--- config.mk ---
export PLATFORM = sky130hd
export DESIGN_NAME = seq_det_ctrl
export DESIGN_NICKNAME = d
export VERILOG_FILES = /design/src/rtl/seq_det_ctrl.sv
export SDC_FILE = /design/constraint.sdc
export NUM_CORES = 1
export LEC_CHECK = 0
export CORE_ASPECT_RATIO = 0.6
export CORE_MARGIN = 1
export CORE_UTILIZATION = 50
export DETAILED_ROUTE_END_ITERATION = 6
export DONT_BUFFER_PORTS = 1
export MAX_ROUTING_LAYER = met4
export PLACE_DENSITY = 0.69
export SLEW_MARGIN = 10
export SYNTH_ARGS = -nofsm -noshare
export SYNTH_HDL_FRONTEND = slang
export SYNTH_SLANG_ARGS = --single-unit
export TNS_END_PERCENT = 1
--- constraint.sdc ---
create_clock -name clk -period 2.3 [get_ports clk]
set_input_delay 0.115 -clock clk [delete_from_list [all_inputs] [get_ports clk]]
set_output_delay 0.115 -clock clk [all_outputs]
set_load 0.03 [all_outputs]
--- src/rtl/seq_det_ctrl.sv ---
// Word-to-serial sequencer for a clear/enable Moore sequence detector.
// Shifts each accepted word out MSB-first and reports the number of detector hits.
module seq_det_ctrl #(
  parameter int W     = 8,
  parameter bit CARRY = 1'b0
) (
  input  logic                     clk,
  input  logic                     rst,
  input  logic                     in_valid,
  output logic                     in_ready,
  input  logic [W-1:0]             in_data,
  output logic                     det_x,
  output logic                     det_en,
  output logic                     det_clr,
  input  logic                     det_z,
  output logic                     out_valid,
  input  logic                     out_ready,
  output logic [$clog2(W+1)-1:0]   out_count,
  output logic                     out_hit
);

  localparam int KW = $clog2(W);
  localparam int CW = $clog2(W+1);

  typedef enum logic [2:0] {S_IDLE, S_CLEAR, S_SHIFT, S_DRAIN, S_REPORT} state_e;

  state_e          state_q, state_d;
  logic [W-1:0]    sh_q, sh_d;
  logic [KW-1:0]   k_q, k_d;
  logic [CW-1:0]   cnt_q, cnt_d;
  logic            det_x_q, det_x_d;
  logic            det_en_q, det_en_d;
  logic            det_clr_q, det_clr_d;
  logic            out_valid_q, out_valid_d;
  logic [CW-1:0]   out_count_q, out_count_d;
  logic            out_hit_q, out_hit_d;

  // NOTE: sequential state uses non-blocking assignments; the comb blocks below use blocking ones.
  always_ff @(posedge clk) begin
    if (rst) begin
      state_q     <= S_IDLE;
      sh_q        <= '0;
      k_q         <= '0;
      cnt_q       <= '0;
      det_x_q     <= 1'b0;
      det_en_q    <= 1'b0;
      det_clr_q   <= 1'b1;
      out_valid_q <= 1'b0;
      out_count_q <= '0;
      out_hit_q   <= 1'b0;
    end else begin
      state_q     <= state_d;
      sh_q        <= sh_d;
      k_q         <= k_d;
      cnt_q       <= cnt_d;
      det_x_q     <= det_x_d;
      det_en_q    <= det_en_d;
      det_clr_q   <= det_clr_d;
      out_valid_q <= out_valid_d;
      out_count_q <= out_count_d;
      out_hit_q   <= out_hit_d;
    end
  end

  // NOTE: every comb output gets a default first so no path through the case infers a latch.
  always_comb begin
    state_d = state_q;
    unique case (state_q)
      S_IDLE:   if (in_valid) state_d = CARRY ? S_SHIFT : S_CLEAR;
      S_CLEAR:  state_d = S_SHIFT;
      S_SHIFT:  if (k_q == KW'(W-1)) state_d = S_DRAIN;
      S_DRAIN:  state_d = S_REPORT;
      S_REPORT: if (out_ready) state_d = S_IDLE;
      default:  state_d = S_IDLE;
    endcase
  end

  // Outputs are registered, so their next values are derived from the next state.
  always_comb begin
    logic [W-1:0] src;
    src         = (state_q == S_IDLE) ? in_data : sh_q;
    sh_d        = sh_q;
    k_d         = k_q;
    cnt_d       = cnt_q;
    det_x_d     = 1'b0;
    out_count_d = out_count_q;
    out_hit_d   = out_hit_q;

    if (state_q == S_IDLE && in_valid) begin
      sh_d  = in_data;
      cnt_d = '0;
    end

    if (state_d == S_SHIFT) begin
      det_x_d = src[W-1];
      sh_d    = src << 1;
      k_d     = (state_q == S_SHIFT) ? k_q + KW'(1) : '0;
    end

    // det_z lags the fed bit by one cycle; at k=0 it still shows the pre-word state.
    if ((state_q == S_SHIFT && k_q != '0) || state_q == S_DRAIN)
      cnt_d = cnt_q + CW'(det_z);

    if (state_q == S_DRAIN) begin
      out_count_d = cnt_d;
      out_hit_d   = (cnt_d != '0);
    end

    det_en_d    = (state_d == S_SHIFT);
    det_clr_d   = (state_d == S_CLEAR);
    out_valid_d = (state_d == S_REPORT);
  end

  assign in_ready  = (state_q == S_IDLE);
  assign det_x     = det_x_q;
  assign det_en    = det_en_q;
  assign det_clr   = det_clr_q;
  assign out_valid = out_valid_q;
  assign out_count = out_count_q;
  assign out_hit   = out_hit_q;

endmodule

Yosys cells after proc, flatten, opt, wreduce, memory -nomap -nowiden
Cells that the tools add are included.

word-level totals
  logic and storage cells = 41
  output and inout bits = 10
  flip-flop bits (word level) = 27
  input bits = 13

cells by class
  add/subtract/negate cells = 2
  equality and inequality tests = 8
  mux-type cells = 10
  bitwise operators = 1
  reductions and logical operators = 9

operators with widths
  operator                                       number
  2-to-1 mux 8 bit                               3
  one-hot mux 3 bit (5 select lines)             1
  2-to-1 mux 3 bit                               4
  == test 3 x 2 -> 1 bit, second input constant  3
  == test 3 bit, second input constant           3
  2-to-1 mux 4 bit                               2
  == test 3 x 1 -> 1 bit, second input constant  2
  adder 4 x 1 -> 4 bit                           1
  nonzero test 4 bit                             1
  OR reduction 2 bit                             2
  adder 3 x 1 -> 3 bit, second input constant    1
  logical NOT 3 bit                              1
  nonzero test 3 bit                             1
  logical AND 1 bit                              2
  nonzero test 2 bit                             1
  logical OR 1 bit                               1
  inverter 1 bit                                 1

Depth between registers and ports, before layout
  word-level depth = 6
  gate-level depth with buffers = 7
  mapped depth without buffers = 6

Worst setup path after synthesis
Ideal clock, no wire load.

  kind = register to register
  start = register k_q[0]
  end = register k_q[0]
  slack = 0.543 ns
  path buffers = 0
  arrival time = 1.699 ns
  period minus slack after synthesis = 1.757 ns
  stages on the path, launching flop included = 7
  data required time = 2.242 ns
  setup time = 0.058 ns
  cell sequence = dfxtp_1 ha_1 ha_1 or3b_4 a211o_1 nor3_2 mux2_2

between the ends
  word-level cells in the longest chain between the ends = 4
  elaborated cells between the ends (all ways) = 6
  those cells by class = 1 x add/sub; 2 x eq/ne; 3 x mux

RTL lines
  what                                line  RTL
  start, declared                     29    logic [KW-1:0] k_q, k_d;
  start signal, assigned              54    k_q <= k_d;
  == test 3 bit                       71    S_SHIFT: if (k_q == KW'(W-1)) state_d = S_DRAIN;
  2-to-1 mux 3 bit                    71
  one-hot mux 3 bit (5 select lines)  68    unique case (state_q)
  == test 3 x 2 -> 1 bit              94    if (state_d == S_SHIFT) begin

Parallel ways exist; a longest one is shown, timed or not.
A chain may end at the register's enable or synchronous reset.

Worst setup path in the final report
Ends and elaborated chain as after synthesis.

==> impl_results.md <==
* Area added between synthesis and finish at 5.190%
* GRT Resource Usage Total at 0.1850
* Initial DRC count at 31
* Setup-failing EPs final at 0
* Post-synthesis cell area at around 0.0014 mm^2
* Total grt overflow at 0
* # diodes at 0
* Final hold slack at between 0.04 and 0.05 ns
* Ys Warns at 0
* Root Buffer: clkbuf_8
* Starting density of the core at 0.5315
* Fin crit period at about 2.1 ns
* Flop-to-flop setup slack at 0.22 ns
* Die area at 0.002919 mm^2
* WS Path Type: reg -> reg
* Initial antenna violation count at 0
* Number of flops mapped to enable cells by yosys at 0
* Slew @ Worst Pin at roughly 0.79 ns
* Top_reg_cell synth: dfxtp_1
* Area after DPL at approximately 0.0013 mm^2
* Leakage power at roughly 0.54 nW
* CTS tree: yes
* Final slew viol count at 0
* Maximum VDD drop at 0.3438 mV
* Largest net degree at the start of global routing at 20
* Synth Register Bits at 27
* IO Pins at 23
* CTS HTree Levels at 1
* Final Cell Area at approximately 0.0014 mm^2
* First drt pass iteration count at 4
* Net Count, Synth at between 100 and 150
* Final period utilization at 0.9026
* First-pass GRT wire length at 4084 um
* Power Total at 0.001007 W
* Worst EP arrival at approximately 2.2 ns
* Most frequent cells in the layout: dfxtp_1, nor2_1, mux2i_1
* Vias in the first global route at 864
* Final setup TNS at 0 ns
* Layout cells sized above 1 at 0.1985
* Inserted Clock Buffers at 3
* Site Rows at 14
* Longest Clk Path Bufs at 2
* DRC violations left at 0
* Vias per cell at 5.699
* Die Span X at between 60 and 70 um
* Pwr dens at between 700 and 800 mW/mm^2
* F_max at 481.7 MHz
* RSZ-0062 raised after global routing: no
* Number of distinct library cells after synthesis at 36
* CP Launch Type: flop
* WL final at between 2000 and 2500 um
* Hold Violations, Final at 0
* Crit end category: flop
* Synth Instances at 131
* Die Y at 42.25 um
* PortBufs at 0
* Most common cell after layout, fill and taps aside: dfxtp_1
* Routed Antenna Nets at 0
* Crit-path max FO at 15
* Min-Delay Path Class: in -> reg
* GP Congestion at ~0.75
* Insertion delay to the later sink of the worst-skew pair at 0.27 ns
* Sink Count at 27
* Via Count at a little over 900
* # nets final at 150
* Status: finished clean
* WP data required at 2.47 ns
* Post-synthesis area per instance at roughly 10 um^2
* Detailed Place HPWL at roughly 1800 um
* Worst-path clk slew at around 0.090 ns
* Number of max-cap violations at 0
* Register area share after synthesis at 0.4004
* Fraction of registers with async set/reset at 0
* Wire per inst at approximately 15 um
* Core Area at 0.002540 mm^2
* Final clock skew at 0.001586 ns
* Relative slew slack at 0.4736
==> state kept, by name (all words and copies together) (netlist names) <==
signal and cells:
sh_q 8, out_valid 1, cnt_q 4, state_q 3, det_en 1, out_count 4
det_x 1, out_hit 1, k_q 3, det_clr 1
==> cells by family (layout without fill, tap and decap cells) <==
group / after synthesis / after routing / synth area share
compound gates: 27 / 27 / 0.1752
mux: 15 / 15 / 0.1140
simple gates: 42 / 42 / 0.1881
buf+inv: 13 / 13 / 0.06302
xor+xnor: 2 / 2 / 0.01298
fa+ha+maj: 5 / 5 / 0.04634
flops: 27 / 27 / 0.4004
==> critical path: stages (launching register included) <==
cell and delay, ns:
dfxtp_1 0.33, ha_1 0.20, ha_1 0.21, or3b_4 0.40, a21oi_4 0.41, nor2_1 0.14
mux2_2 0.28
==> report_power, final <==
group	switching [W]	total (W)	leakage, nW	internal, W
registers	0.0000373	0.000537	0.220	0.000500
logic	0.000107	0.000203	0.297	0.0000962
clock network	0.000145	0.000267	0.0255	0.000121
total	0.000289	0.00101	0.542	0.000717
==> final cells by class <==
| cell class | instances | area (um^2) |
|---|---|---|
| clock buffer | 3 | 41.29 |
| clock inverter | 1 | 5.005 |
| fill | 213 | 1120 |
| inverter | 3 | 11.26 |
| multi-input combinational | 91 | 729.5 |
| sequential | 27 | 540.5 |
| tap | 32 | 40.04 |
| timing repair buffer | 6 | 52.55 |
==> routing by layer <==
metal | global-route usage | wire [um]
met5 | - | 0
met4 | 0.05306 | 17
met3 | 0.05769 | 154
met2 | 0.2777 | 1107
met1 | 0.2414 | 1181
==> synthesized netlist by cell type (2+ instances only) <==
cell type  count  area [um^2]
nor2_1        14        52.55
buf_2          2        10.01
mux2_2         3        33.78
xnor2_1        2        17.52
o211ai_1       2        15.01
nor3b_2        2        25.02
buf_1          2        7.510
dfxtp_1       27        540.5
and2_0         3        18.77
nand2b_1       2        12.51
a211oi_1      11        82.58
ha_1           5        62.56
and2_1         2        12.51
a21oi_1        2        10.01
a211oi_2       6        75.07
mux2i_1       12        120.1
nor3_1         4        20.02
nand2_1        4        15.01
buf_6          4        45.04
inv_1          3        11.26
a22o_1         2        17.52
and2_4         3        26.28
==> per-stage QoR <==
| stage | setup slack (ns) | std cells | utilization |
|---|---|---|---|
| after floorplan | 0.5425 | 131 | - |
| after global placement | 0.3404 | 156 | 0.5291 |
| after detailed placement | 0.2417 | 156 | 0.5291 |
| after CTS | 0.2282 | 162 | 0.5552 |
| after global routing | 0.09715 | 163 | 0.5591 |
| final | 0.2240 | 163 | 0.5591 |
==> timing repair <==
action / 4_1_cts / 5_1_grt
setup buffers: 0 / 0
resized for setup: 0 / 0
hold buffers: 2 / 1
endpoints found under the hold margin: 20 / 1
==> final timing paths <==
path,depth (start not counted),end,from
hold reg to reg,2,det_x,sh_q[7]
setup / recovery,6,k_q[0],k_q[0]
setup reg to reg,6,k_q[0],k_q[0]
hold / removal,2,sh_q[0],in_data[0]
Note: power is estimated with default switching activity, not from simulation.
